**src/rtl/uart_tx_scheduler_pkg.sv**
```systemverilog
// Shared definitions for the UART transmit scheduler: FSM encoding, default
// character width and the width helper used for counter/index sizing.
package uart_tx_scheduler_pkg;

  localparam int UART_BITS_DEFAULT = 8;

  typedef enum logic [1:0] {
    IDLE    = 2'd0,
    SEND    = 2'd1,
    WAIT_HI = 2'd2,
    WAIT_LO = 2'd3
  } state_e;

  // ceil(log2(value)), never below 1 so single-entry fields stay legal vectors.
  function automatic int log2_ceil_min1(input int value);
    int r;
    r = 0;
    while ((1 << r) < value) r++;
    return (r < 1) ? 1 : r;
  endfunction

endpackage

```
**src/rtl/uart_tx_scheduler_rr_arbiter.sv**
```systemverilog
// Combinational round-robin pick: first asserted request strictly after the
// pointer, wrapping modulo NUM_REQ. The pointer register lives in the caller.
module uart_tx_scheduler_rr_arbiter
  import uart_tx_scheduler_pkg::*;
#(
  parameter int NUM_REQ = 2,
  parameter int ID_W    = log2_ceil_min1(NUM_REQ)
) (
  input  logic [NUM_REQ-1:0] req_i,
  input  logic [ID_W-1:0]    ptr_i,
  output logic [NUM_REQ-1:0] grant_o,
  output logic [ID_W-1:0]    grant_idx_o,
  output logic               any_o
);

  logic [ID_W-1:0] idx;

  // NOTE: every output of a combinational block gets a default first, so no
  // path leaves a value unassigned and no latch is inferred.
  always_comb begin
    grant_o     = '0;
    grant_idx_o = '0;
    any_o       = 1'b0;
    idx         = '0;
    for (int k = 1; k <= NUM_REQ; k++) begin
      idx = ID_W'((int'(ptr_i) + k) % NUM_REQ);
      if (!any_o && req_i[idx]) begin
        any_o       = 1'b1;
        grant_o     = '0;
        grant_o[idx] = 1'b1;
        grant_idx_o = idx;
      end
    end
  end

endmodule

```
**src/rtl/uart_tx_scheduler.sv**
```systemverilog
// Shares one UART Tx unit between NUM_REQ word producers: round-robin accept,
// then feeds the latched word MSB byte first through the Busy/TxD_start handshake.
module uart_tx_scheduler
  import uart_tx_scheduler_pkg::*;
#(
  parameter int NUM_REQ    = 2,
  parameter int WORD_WIDTH = 16,
  parameter int UART_BITS  = UART_BITS_DEFAULT,
  localparam int BYTES     = WORD_WIDTH / UART_BITS,
  localparam int ID_W      = log2_ceil_min1(NUM_REQ),
  localparam int CNT_W     = log2_ceil_min1(BYTES)
) (
  input  logic                          clk,
  input  logic                          rst,
  input  logic [NUM_REQ-1:0]            req_valid,
  input  logic [NUM_REQ*WORD_WIDTH-1:0] req_data,
  output logic [NUM_REQ-1:0]            req_ready,
  output logic [UART_BITS-1:0]          TxD_data,
  output logic                          TxD_start,
  input  logic                          Busy,
  output logic [ID_W-1:0]               grant_id,
  output logic                          active
);

  state_e                state_q, state_d;
  logic [WORD_WIDTH-1:0] shift_q, shift_d;
  logic [CNT_W-1:0]      cnt_q, cnt_d;
  logic [ID_W-1:0]       ptr_q, ptr_d;
  logic [ID_W-1:0]       grant_q, grant_d;
  logic                  active_q, active_d;

  logic [NUM_REQ-1:0]    arb_grant;
  logic [ID_W-1:0]       arb_idx;
  logic                  arb_any;
  logic [WORD_WIDTH-1:0] words [NUM_REQ];

  always_comb begin
    for (int i = 0; i < NUM_REQ; i++) words[i] = req_data[i*WORD_WIDTH +: WORD_WIDTH];
  end

  uart_tx_scheduler_rr_arbiter #(
    .NUM_REQ (NUM_REQ),
    .ID_W    (ID_W)
  ) u_arb (
    .req_i       (req_valid),
    .ptr_i       (ptr_q),
    .grant_o     (arb_grant),
    .grant_idx_o (arb_idx),
    .any_o       (arb_any)
  );

  always_comb begin
    state_d   = state_q;
    shift_d   = shift_q;
    cnt_d     = cnt_q;
    ptr_d     = ptr_q;
    grant_d   = grant_q;
    active_d  = active_q;
    req_ready = '0;
    TxD_start = 1'b0;
    unique case (state_q)
      IDLE: begin
        if (arb_any) begin
          // The accept pulse is combinational, so hold it off while in reset.
          req_ready = rst ? '0 : arb_grant;
          shift_d   = words[arb_idx];
          grant_d   = arb_idx;
          ptr_d     = arb_idx;
          cnt_d     = '0;
          active_d  = 1'b1;
          state_d   = SEND;
        end
      end
      SEND: begin
        TxD_start = ~Busy;
        if (!Busy) state_d = WAIT_HI;
      end
      WAIT_HI: begin
        if (Busy) state_d = WAIT_LO;
      end
      WAIT_LO: begin
        if (!Busy) begin
          if (cnt_q == CNT_W'(BYTES - 1)) begin
            active_d = 1'b0;
            state_d  = IDLE;
          end else begin
            shift_d = shift_q << UART_BITS;
            cnt_d   = cnt_q + CNT_W'(1);
            state_d = SEND;
          end
        end
      end
      default: state_d = IDLE;
    endcase
  end

  // NOTE: state registers use non-blocking assignments so every flop samples
  // the pre-edge values regardless of process evaluation order.
  // NOTE: the shift register is reset too, because TxD_data is read straight
  // from it and must be 0 during and after reset.
  always_ff @(posedge clk or posedge rst) begin
    if (rst) begin
      state_q  <= IDLE;
      shift_q  <= '0;
      cnt_q    <= '0;
      ptr_q    <= ID_W'(NUM_REQ - 1);
      grant_q  <= '0;
      active_q <= 1'b0;
    end else begin
      state_q  <= state_d;
      shift_q  <= shift_d;
      cnt_q    <= cnt_d;
      ptr_q    <= ptr_d;
      grant_q  <= grant_d;
      active_q <= active_d;
    end
  end

  assign TxD_data = shift_q[WORD_WIDTH-1 -: UART_BITS];
  assign grant_id = grant_q;
  assign active   = active_q;

endmodule

```
**config.mk**
```make
export PLATFORM = sky130hd
export DESIGN_NAME = uart_tx_scheduler
export DESIGN_NICKNAME = d
export VERILOG_FILES = /design/src/rtl/uart_tx_scheduler_pkg.sv /design/src/rtl/uart_tx_scheduler_rr_arbiter.sv /design/src/rtl/uart_tx_scheduler.sv
export SDC_FILE = /design/constraint.sdc
export NUM_CORES = 1
export LEC_CHECK = 0
export ABC_AREA = 1
export CORE_ASPECT_RATIO = 1.5
export CORE_MARGIN = 2
export CORE_UTILIZATION = 45
export CTS_CLUSTER_SIZE = 12
export DETAILED_ROUTE_END_ITERATION = 8
export PLACE_DENSITY = 0.8
export SLEW_MARGIN = 20
export SYNTH_ARGS = -nofsm -noshare
export SYNTH_HDL_FRONTEND = slang
export SYNTH_SLANG_ARGS = --single-unit
```
**constraint.sdc**
```tcl
create_clock -name clk -period 1.94 [get_ports clk]
set_clock_uncertainty 0.1 [all_clocks]
set_input_delay 0.291 -clock clk [delete_from_list [all_inputs] [get_ports clk]]
set_output_delay 0.291 -clock clk [all_outputs]
set_load 0.05 [all_outputs]
```
==> Word-level counts from Yosys, hierarchy flattened <==
Index checks and enable logic that the tools add are counted.
{ "totals": {"latchBits": 0, "wordCells": 75, "inputBits": 37, "register_bits": 22, "out_inout_bits": 13, "rom_bits": 0, "memories": 0, "ramBits": 0} }
{ "classes": {"n_shift": 0, "magnitude_cmp": 5, "n_addsub": 3, "n_bitwise": 2, "n_eq_ne": 9, "div_mod_pow": 0, "n_reduce_logical": 11, "n_mux": 39, "n_mul": 0} }
{ "op_table": {"columns": ["cell", "n"], "rows": [
  ["$mux W16", 6],
  ["$pmux W16 S2", 1],
  ["$mux W1", 18],
  ["$mux W2", 9],
  ["$ne A2 B2 Y1 const B", 6],
  ["$reduce_and A4 Y1", 3],
  ["$pmux W2 S4", 1],
  ["$eq A2 B2 Y1 const B", 2],
  ["$lt A1 B2 Y1 const B", 2],
  ["$pmux W1 S2", 2],
  ["$add A1 B1 Y1 const B", 3],
  ["$logic_and A1 B1 Y1", 3],
  ["$reduce_and A3 Y1", 1],
  ["$demux W1 S1", 2],
  ["$eq A2 B1 Y1 const B", 1],
  ["$ge A1 B1 Y1 const B", 2],
  ["$ge A2 B2 Y1 const B", 1],
  ["$logic_not A2 Y1", 1],
  ["$not A1 Y2", 1],
  ["$reduce_and A2 Y1", 1],
  ["$reduce_bool A2 Y1", 1],
  ["$logic_not A1 Y1", 1],
  ["$not A1 Y1", 1]
]} }

==> Depth between registers and ports, before layout <==
Gate-level depths: netlist of the first run.
{ "depth": {"word_depth": 13, "depth_mapped": 9, "ltp_nobuf": 8} }

==> Cells and area by module <==
Synthesis of the first run repeated with hierarchy kept, for this count alone.
{ "hier_totals": {"cells_unflattened": 240, "hier_area_um2": 1596.5} }
{ "modules_own_cells": {"columns": ["mod", "area_per_inst_um2", "seq_area_each_um2", "instances", "cells_each"], "rows": [
  ["uart_tx_scheduler", 1564.0, 551.8, 1, 233],
  ["uart_tx_scheduler_rr_arbiter", 32.5, 0.0, 1, 7]
]} }

==> Worst setup path before layout of the first run <==
No wires, ideal clock.
{ "synth_path": {"path_type": "input -> output", "start": "input port rst", "end": "output port req_ready[0]", "path_buffers": 0, "required_ns": 1.549, "stages": 3, "setup_slack_ns": -0.037, "arrival_time_ns": 1.586, "cell_sequence": "inv_1 > nand3_1 > nor2_1"} }
{ "synth_between": {"elab_chain_cells": 3} }
{ "synth_lines": {"columns": ["element", "line_no", "source"], "rows": [
  ["start, declared", "uart_tx_scheduler.sv:14", "input logic rst,"],
  ["$mux W2", "uart_tx_scheduler.sv:65", "req_ready = rst ? '0 : arb_grant;"],
  ["$mux W2", "uart_tx_scheduler.sv:63", "if (arb_any) begin"],
  ["$mux W2", "uart_tx_scheduler.sv:61", "unique case (state_q)"],
  ["end, declared", "uart_tx_scheduler.sv:17", "output logic [NUM_REQ-1:0] req_ready,"]
]} }
Every way passes these cells.

==> Worst setup path in the final report of the first run <==
{ "layout_path": {"start": "register shift_q[15]", "end": "output port TxD_data[7]"} }
{ "layout_lines": {"columns": ["element", "line_no", "source"], "rows": [
  ["start, declared", "uart_tx_scheduler.sv:26", "logic [WORD_WIDTH-1:0] shift_q, shift_d;"],
  ["start signal, assigned", "uart_tx_scheduler.sv:111", "shift_q <= shift_d;"],
  ["end, declared", "uart_tx_scheduler.sv:18", "output logic [UART_BITS-1:0] TxD_data,"]
]} }
No word-level cell between the ends.

==> results of run 1 <==
-- per-layer routing --
layer / vias to the layer above / share of wire (%) / track usage, %
met2: 32 / 52 / 30.26
met5: - / 0 / 0
met1: 556 / 43 / 20.78
met3: 6 / 3.1 / 1.016
li1: 685 / - / -
met4: 0 / 2.0 / 8.025
-- layout make-up --
class,instances,share of cell area (%)
Sequential cell,22,27.43
Multi-Input combinational cell,143,37.44
Tap cell,40,2.488
Timing Repair Buffer,55,27.86
Inverter,11,2.052
Clock buffer,4,2.736
-- path summary, 6_finish.rpt --
kind	startpoint	cells past startpoint	to	slack [ns]
setup / recovery	shift_q[15]	1	TxD_data[7]	0.08
hold / removal	rst	3	grant_id	0.35
setup reg to reg	state_q[0]	6	shift_q[12]	0.13
hold reg to reg	shift_q[7]	2	shift_q[7]	0.37
max in group asynchronous	rst	3	ptr_q	1.12
min in group clk	shift_q[7]	2	shift_q[7]	0.37
-- power by group through the flow --
stage | clock (mW) | sequential (mW) | combinational [mW]
floorplan | 0 | 0.871 | 1.53
global placement | 0 | 0.829 | 1.85
detailed placement | 0 | 0.835 | 1.89
CTS | 0.330 | 0.827 | 1.91
global route | 0.350 | 0.855 | 2.11
finish | 0.323 | 0.831 | 1.92
-- cell families (layout without fill, tap and decap cells) --
family	count (synthesis)	count (layout)	synth area share, %
adders and majority gates	5	5	4.348
DFF	22	22	38.35
buffers and inverters	24	70	10.70
and+or+nand+nor	116	116	36.43
AOI/OAI and AO/OA	22	22	10.17
-- cell usage after synthesis --
cell type / n / area, µm²
a211oi_1: 1 / 7.510
a21oi_2: 1 / 8.760
buf_4: 8 / 60.06
buf_6: 3 / 33.78
buf_8: 1 / 15.01
clkbuf_1: 1 / 3.750
clkinv_1: 1 / 3.750
dfrtp_1: 21 / 525.5
dfstp_2: 1 / 26.28
ha_1: 5 / 62.56
inv_1: 7 / 26.28
inv_2: 3 / 11.26
nand2_1: 77 / 289.0
nand2_2: 4 / 25.02
nand2_4: 2 / 22.52
nand3_1: 21 / 105.1
nand3_4: 2 / 35.03
nor2_1: 8 / 30.03
nor2_2: 1 / 6.260
nor2_4: 1 / 11.26
o21ai_0: 12 / 60.06
o21ai_2: 8 / 70.07
-- metrics by stage --
step / util (%) / cells / power (mW) / instance area (µm²)
detailed placement: 62.63 / 271 / 2.729 / 1939
floorplan: - / 189 / 2.399 / 1441
global route: 64.97 / 275 / 3.315 / 2012
finish: 64.97 / 275 / 3.078 / 2012
CTS: 64.57 / 275 / 3.068 / 1999
global placement: 62.63 / 271 / 2.677 / 1939
-- flip-flops by register name, summed over array words and instances (netlist names) --
register / flops
active: 1
cnt_q: 1
grant_id: 1
ptr_q: 1
shift_q: 16
state_q: 2
-- timing repair --
action	in CTS	in global routing
resized for setup	2	3
hold buffers	0	0
hold endpoints to repair	0	0
buffers inserted	0	0
setup endpoints to repair	3	17
-- tightest hold or removal path, delay by kind of cell --
family,cells,cell delay (ns)
buffers and inverters,3,0.80
==> run metrics, run 1 <==
setup ws final=between 0.07 and 0.08 ns; area of the die=~3700 µm²; Max Freq=between 500 and 600 MHz; Setup WS pre-CTS=-0.04679 ns; Final Wtd Congestion=approximately 0.80; Initial Util=between 40% and 50%; sequential cell area=551.8 µm²; final count of pins violating max slew=0; RSZ-0062 raised after global routing=false; maximum vdd drop=roughly 0.80 mV; sequential-to-total area share from yosys stat=between 30% and 40%; critical-path cell list=clkdlybuf4s50_1; Crit Path Class=reg2out; clock share of power=between 10% and 20%; worst path required time=approximately 1.6 ns; Final Critical Period=1.861 ns; Skew-Pair Late Insertion Delay=0.26 ns; maximum clock path buffer count=2; Die Span Y=about 73 µm; area grow syn2layout=39.83%; largest net degree at the start of global routing=25; initial antenna violation count=0; DR iter-0 viols=26; Syn Inst Count=189; endpoints failing hold=0; Max-Cap Viols=0; Yosys reg bits=22; Routed WL=~3000 µm; Vias/cell=between 4 and 5; HP Class=in2async; Sink Count=22; Pre-Repair DR Iteration Count=4; P_int=1.563 mW; detailed-route wire length per cell=approximately 11 µm; synthesized area=1439 µm²; most frequent cells in the layout=nand2_1, clkdlybuf4s50_1, nand3_1, dfrtp_1, o21ai_0; setup TNS=0 ns; GRT Resource Usage Total=roughly 17%; PwrDens=~1500 nW/µm²; syn_nets=between 200 and 250; CTS tree=built; max incr delay on CP=around 0.82 ns; CTS buffer count=3; Ys Warns=0; switching power=about 1.5 mW; first-pass GRT wire length=about 5000 µm; period utilisation layout=a little over nine tenths; slowest stage cell, crit path=clkdlybuf4s50_1; status=finished, final reports clean; WHS=0.3495 ns; setup violators final=0; Avg Cell Area, Syn=about 7.6 µm²; most common cell after layout, fill and taps aside=nand2_1; ANT nets after route=0; sequential share of power=a little over a quarter; layout cell share with drive strength beyond 1=approximately 18%; Buf+Inv Stages, Crit Path=1; Slew @ Worst Pin=between 0.4 and 0.5 ns; vias in the first global route=between 1000 and 1500; Port Buffers=just under 50; Vias=roughly 1300; crit path max fanout=2; Static Leak=around 1 nW; Worst setup SP type=register; cell family with most CP delay=buffers and inverters; gr ovfl total=0; num ports=50; sw frac=between 40% and 50%; row cnt=25; DP HPWL=2311 µm; max_slew headroom=about 67%; fin nets=278; Comb pwr share=a little over three fifths; Reg clk slew, reported paths=approximately 0.080 ns; CP endpoint kind=output pin; total inserted antenna cells=0; Max H-tree Level=1; Worst EP arrival=roughly 1.5 ns; fillcell total=between 200 and 300; die width=roughly 50 µm; count of cell types in the netlist=22; number of remaining DRC errors=0; CORE AREA=between 3000 and 4000 µm²; multi-input logic area=753.2 µm²; CTS Root Cell=clkbuf_8
Note: power is estimated with default switching activity, not from simulation.
==> run 2: changes to the inputs <==
--- a/config.mk
+++ b/config.mk
@@ -6,6 +6,7 @@
 export NUM_CORES = 1
 export LEC_CHECK = 0
 export ABC_AREA = 1
+export CAP_MARGIN = 40
 export CORE_ASPECT_RATIO = 1.5
 export CORE_MARGIN = 2
 export CORE_UTILIZATION = 45
==> results of run 2 <==
No change in the layout: final DEF, timing and power equal those of run 1.
==> run 3: changes to the inputs <==
--- a/config.mk
+++ b/config.mk
@@ -12,7 +12,7 @@
 export CORE_UTILIZATION = 45
 export CTS_CLUSTER_SIZE = 12
 export DETAILED_ROUTE_END_ITERATION = 8
-export PLACE_DENSITY = 0.8
+export PLACE_DENSITY = 0.89
 export SLEW_MARGIN = 20
 export SYNTH_ARGS = -nofsm -noshare
 export SYNTH_HDL_FRONTEND = slang
==> run 3 against run 2 <==
Effect of this change:
- clock power is 33% higher
- flip-flop and latch count did not move
- worst hold slack worse by 0.0093 ns
- register-to-register slack improved by 0.02 ns
- largest cell class unchanged
- non-clock buffer count grew 2
- critical endpoint unchanged
- via count rose by 8.1%
- die area is the same
- highest routed layer unchanged
- sequential share of layout area down 0.70 points
- fmax about the same
- routed wire length increased by 12%
- global-route usage is 2.9 points higher
- clock-buffer cell count is 1 lower
==> run metrics, run 3 (synthesized netlist as in run 1, its figures left out) <==
crit path max fanout=2 (unchanged); Max H-tree Level=1 (unchanged); ANT nets after route=0 (unchanged); period utilisation layout=95.84% (was 95.92%); Reg clk slew, reported paths=0.08 ns (about the same); layout cell share with drive strength beyond 1=18.99% (was 18.30%); Crit Path Class=reg2out (unchanged); Final Wtd Congestion=0.8042 (was 0.7952); Sink Count=22 (unchanged); Largest Register=shift_q (unchanged); Buf+Inv Stages, Crit Path=1 (unchanged); design area=2069 µm² (was 2012 µm²); Max Freq=537.8 MHz (was 537.4 MHz); setup violators final=0 (unchanged); cell family with most CP delay=buffers and inverters (unchanged); max_slew headroom=67.30% (was 67.26%); max incr delay on CP=0.81 ns (was 0.82 ns); CTS tree=built (unchanged); Vias/cell=4.989 (was 4.651); reg-to-reg setup timing slack=0.15 ns (was 0.13 ns); PwrDens=1646 nW/µm² (was 1530 nW/µm²); most common cell after layout, fill and taps aside=nand2_1 (unchanged); gr ovfl total=0 (unchanged); RSZ-0062 raised after global routing=false (unchanged); Skew-Pair Late Insertion Delay=0.26 ns (about the same); fillcell total=223 (was 280); DP HPWL=2591 µm (was 2311 µm); slowest stage cell, crit path=clkdlybuf4s50_1 (unchanged); fin nets=280 (was 278); Vias=1382 (was 1279); CORE AREA=3097 µm² (unchanged); endpoints failing hold=0 (unchanged); Final Critical Period=1.859 ns (was 1.861 ns); Reg-to-Reg Start=state_q[0] (unchanged); num ports=50 (unchanged); hold buffers post-CTS=0 (unchanged); first-pass GRT wire length=5706 µm (was 4905 µm); Static Leak=1.007 nW (was 0.9796 nW); Placed Area=1979 µm² (was 1939 µm²); CP endpoint kind=output pin (unchanged); Worst EP arrival=1.47 ns (about the same); Largest regs=shift_q x16, state_q x2 (unchanged); number of remaining DRC errors=0 (unchanged); Pre-Repair DR Iteration Count=4 (unchanged); CTS buffer count=3 (unchanged); vias in the first global route=1402 (was 1199); Die Span Y=73.26 µm (unchanged); area grow syn2layout=43.83% (was 39.83%); detailed-route wire length per cell=12.30 µm (was 11.09 µm); total inserted antenna cells=0 (unchanged); initial antenna violation count=0 (unchanged); max reg flops=16 (unchanged); status=finished, final reports clean (unchanged); CTS Root Cell=clkbuf_8 (unchanged); maximum vdd drop=0.9611 mV (was 0.8022 mV); area of the die=3675 µm² (unchanged); GRT Resource Usage Total=19.97% (was 17.03%); final count of pins violating max slew=0 (unchanged); die width=50.17 µm (unchanged); Initial Util=46.46% (unchanged); maximum clock path buffer count=2 (unchanged); HP Class=in2async (unchanged); row cnt=25 (unchanged); Worst setup SP type=register (unchanged); critical-path cell list=clkdlybuf4s50_1 (unchanged); R2R Path End=state_q[0] (was shift_q[12]); Slew @ Worst Pin=0.4890 ns (was 0.4896 ns); Routed WL=3408 µm (was 3051 µm); Critical path origin=shift_q[15] (unchanged); Max-Cap Viols=0 (unchanged); R2R depth=6 (unchanged); worst path required time=1.55 ns (about the same); Port Buffers=49 (unchanged); largest net degree at the start of global routing=23 (was 25); most frequent cells in the layout=nand2_1, clkdlybuf4s50_1, nand3_1 (was nand2_1, clkdlybuf4s50_1, nand3_1, dfrtp_1, o21ai_0); setup TNS=0 ns (unchanged); DR iter-0 viols=57 (was 26)
==> run 3: cell count changes in the layout (fill, tap and decap cells not counted) <==
cell | before | now
inv_4 | 0 | 1
dfrtp_2 | 0 | 1
clkbuf_8 | 4 | 3
bufinv_16 | 0 | 1
ha_1 | 3 | 4
dfrtp_1 | 21 | 20
buf_12 | 3 | 5
inv_2 | 4 | 3
ha_2 | 1 | 0
==> run 3: stage by stage <==
step / hold slack, ns / setup slack [ns] / std cells / power (mW) / util, %
floorplan: 0.1877 / 0.01701 / 189 / 2.399 / -
detailed placement: 0.3564 / 0.005266 / 273 / 2.930 / 63.92
global route: 0.3926 / 0.01543 / 277 / 3.650 / 66.83
global placement: 0.3488 / 0.1146 / 273 / 2.847 / 63.92
CTS: 0.3422 / 0.02177 / 277 / 3.381 / 66.38
finish: 0.3401 / 0.08070 / 277 / 3.406 / 66.83
==> run 3: worst max-delay path by stage <==
stage,to,cells past startpoint
finish,TxD_data[7],1
detailed placement,shift_q[3],9
floorplan,req_ready[1],4
CTS,req_ready[1],5
global placement,shift_q[6],9
global route,req_ready[1],5
==> run 3: metal layers <==
metal	global-route usage, %	vias to the layer above	part of all wire (%)
met5	0	-	0
met4	12.65	0	4.2
met3	2.642	17	4.8
met2	36.70	55	55
met1	20.99	621	36
li1	-	689	-
==> run 3: final cells by class <==
cell class                 instances  area (µm²)  area share, %
inverter                          11       43.79          2.116
tap                               40       50.05          2.418
sequential                        22       553.0          26.72
multi-input combinational        143       750.7          36.28
timing repair buffer              57       600.6          29.02
clock buffer                       3       41.29          1.995
clock inverter                     1       30.03          1.451
==> run 3: timing repair <==
item / CTS / global route
resized for setup: 2 / 4
pin swaps: 0 / 0
setup endpoints to repair: 2 / 4
hold endpoints to repair: 0 / 0
buffers inserted: 0 / 0
==> run 3: report_power, final <==
group / switching, mW / internal, mW / total (mW)
Sequential: 0.157 / 0.683 / 0.840
Clock: 0.152 / 0.276 / 0.428
Combinational: 1.30 / 0.840 / 2.14
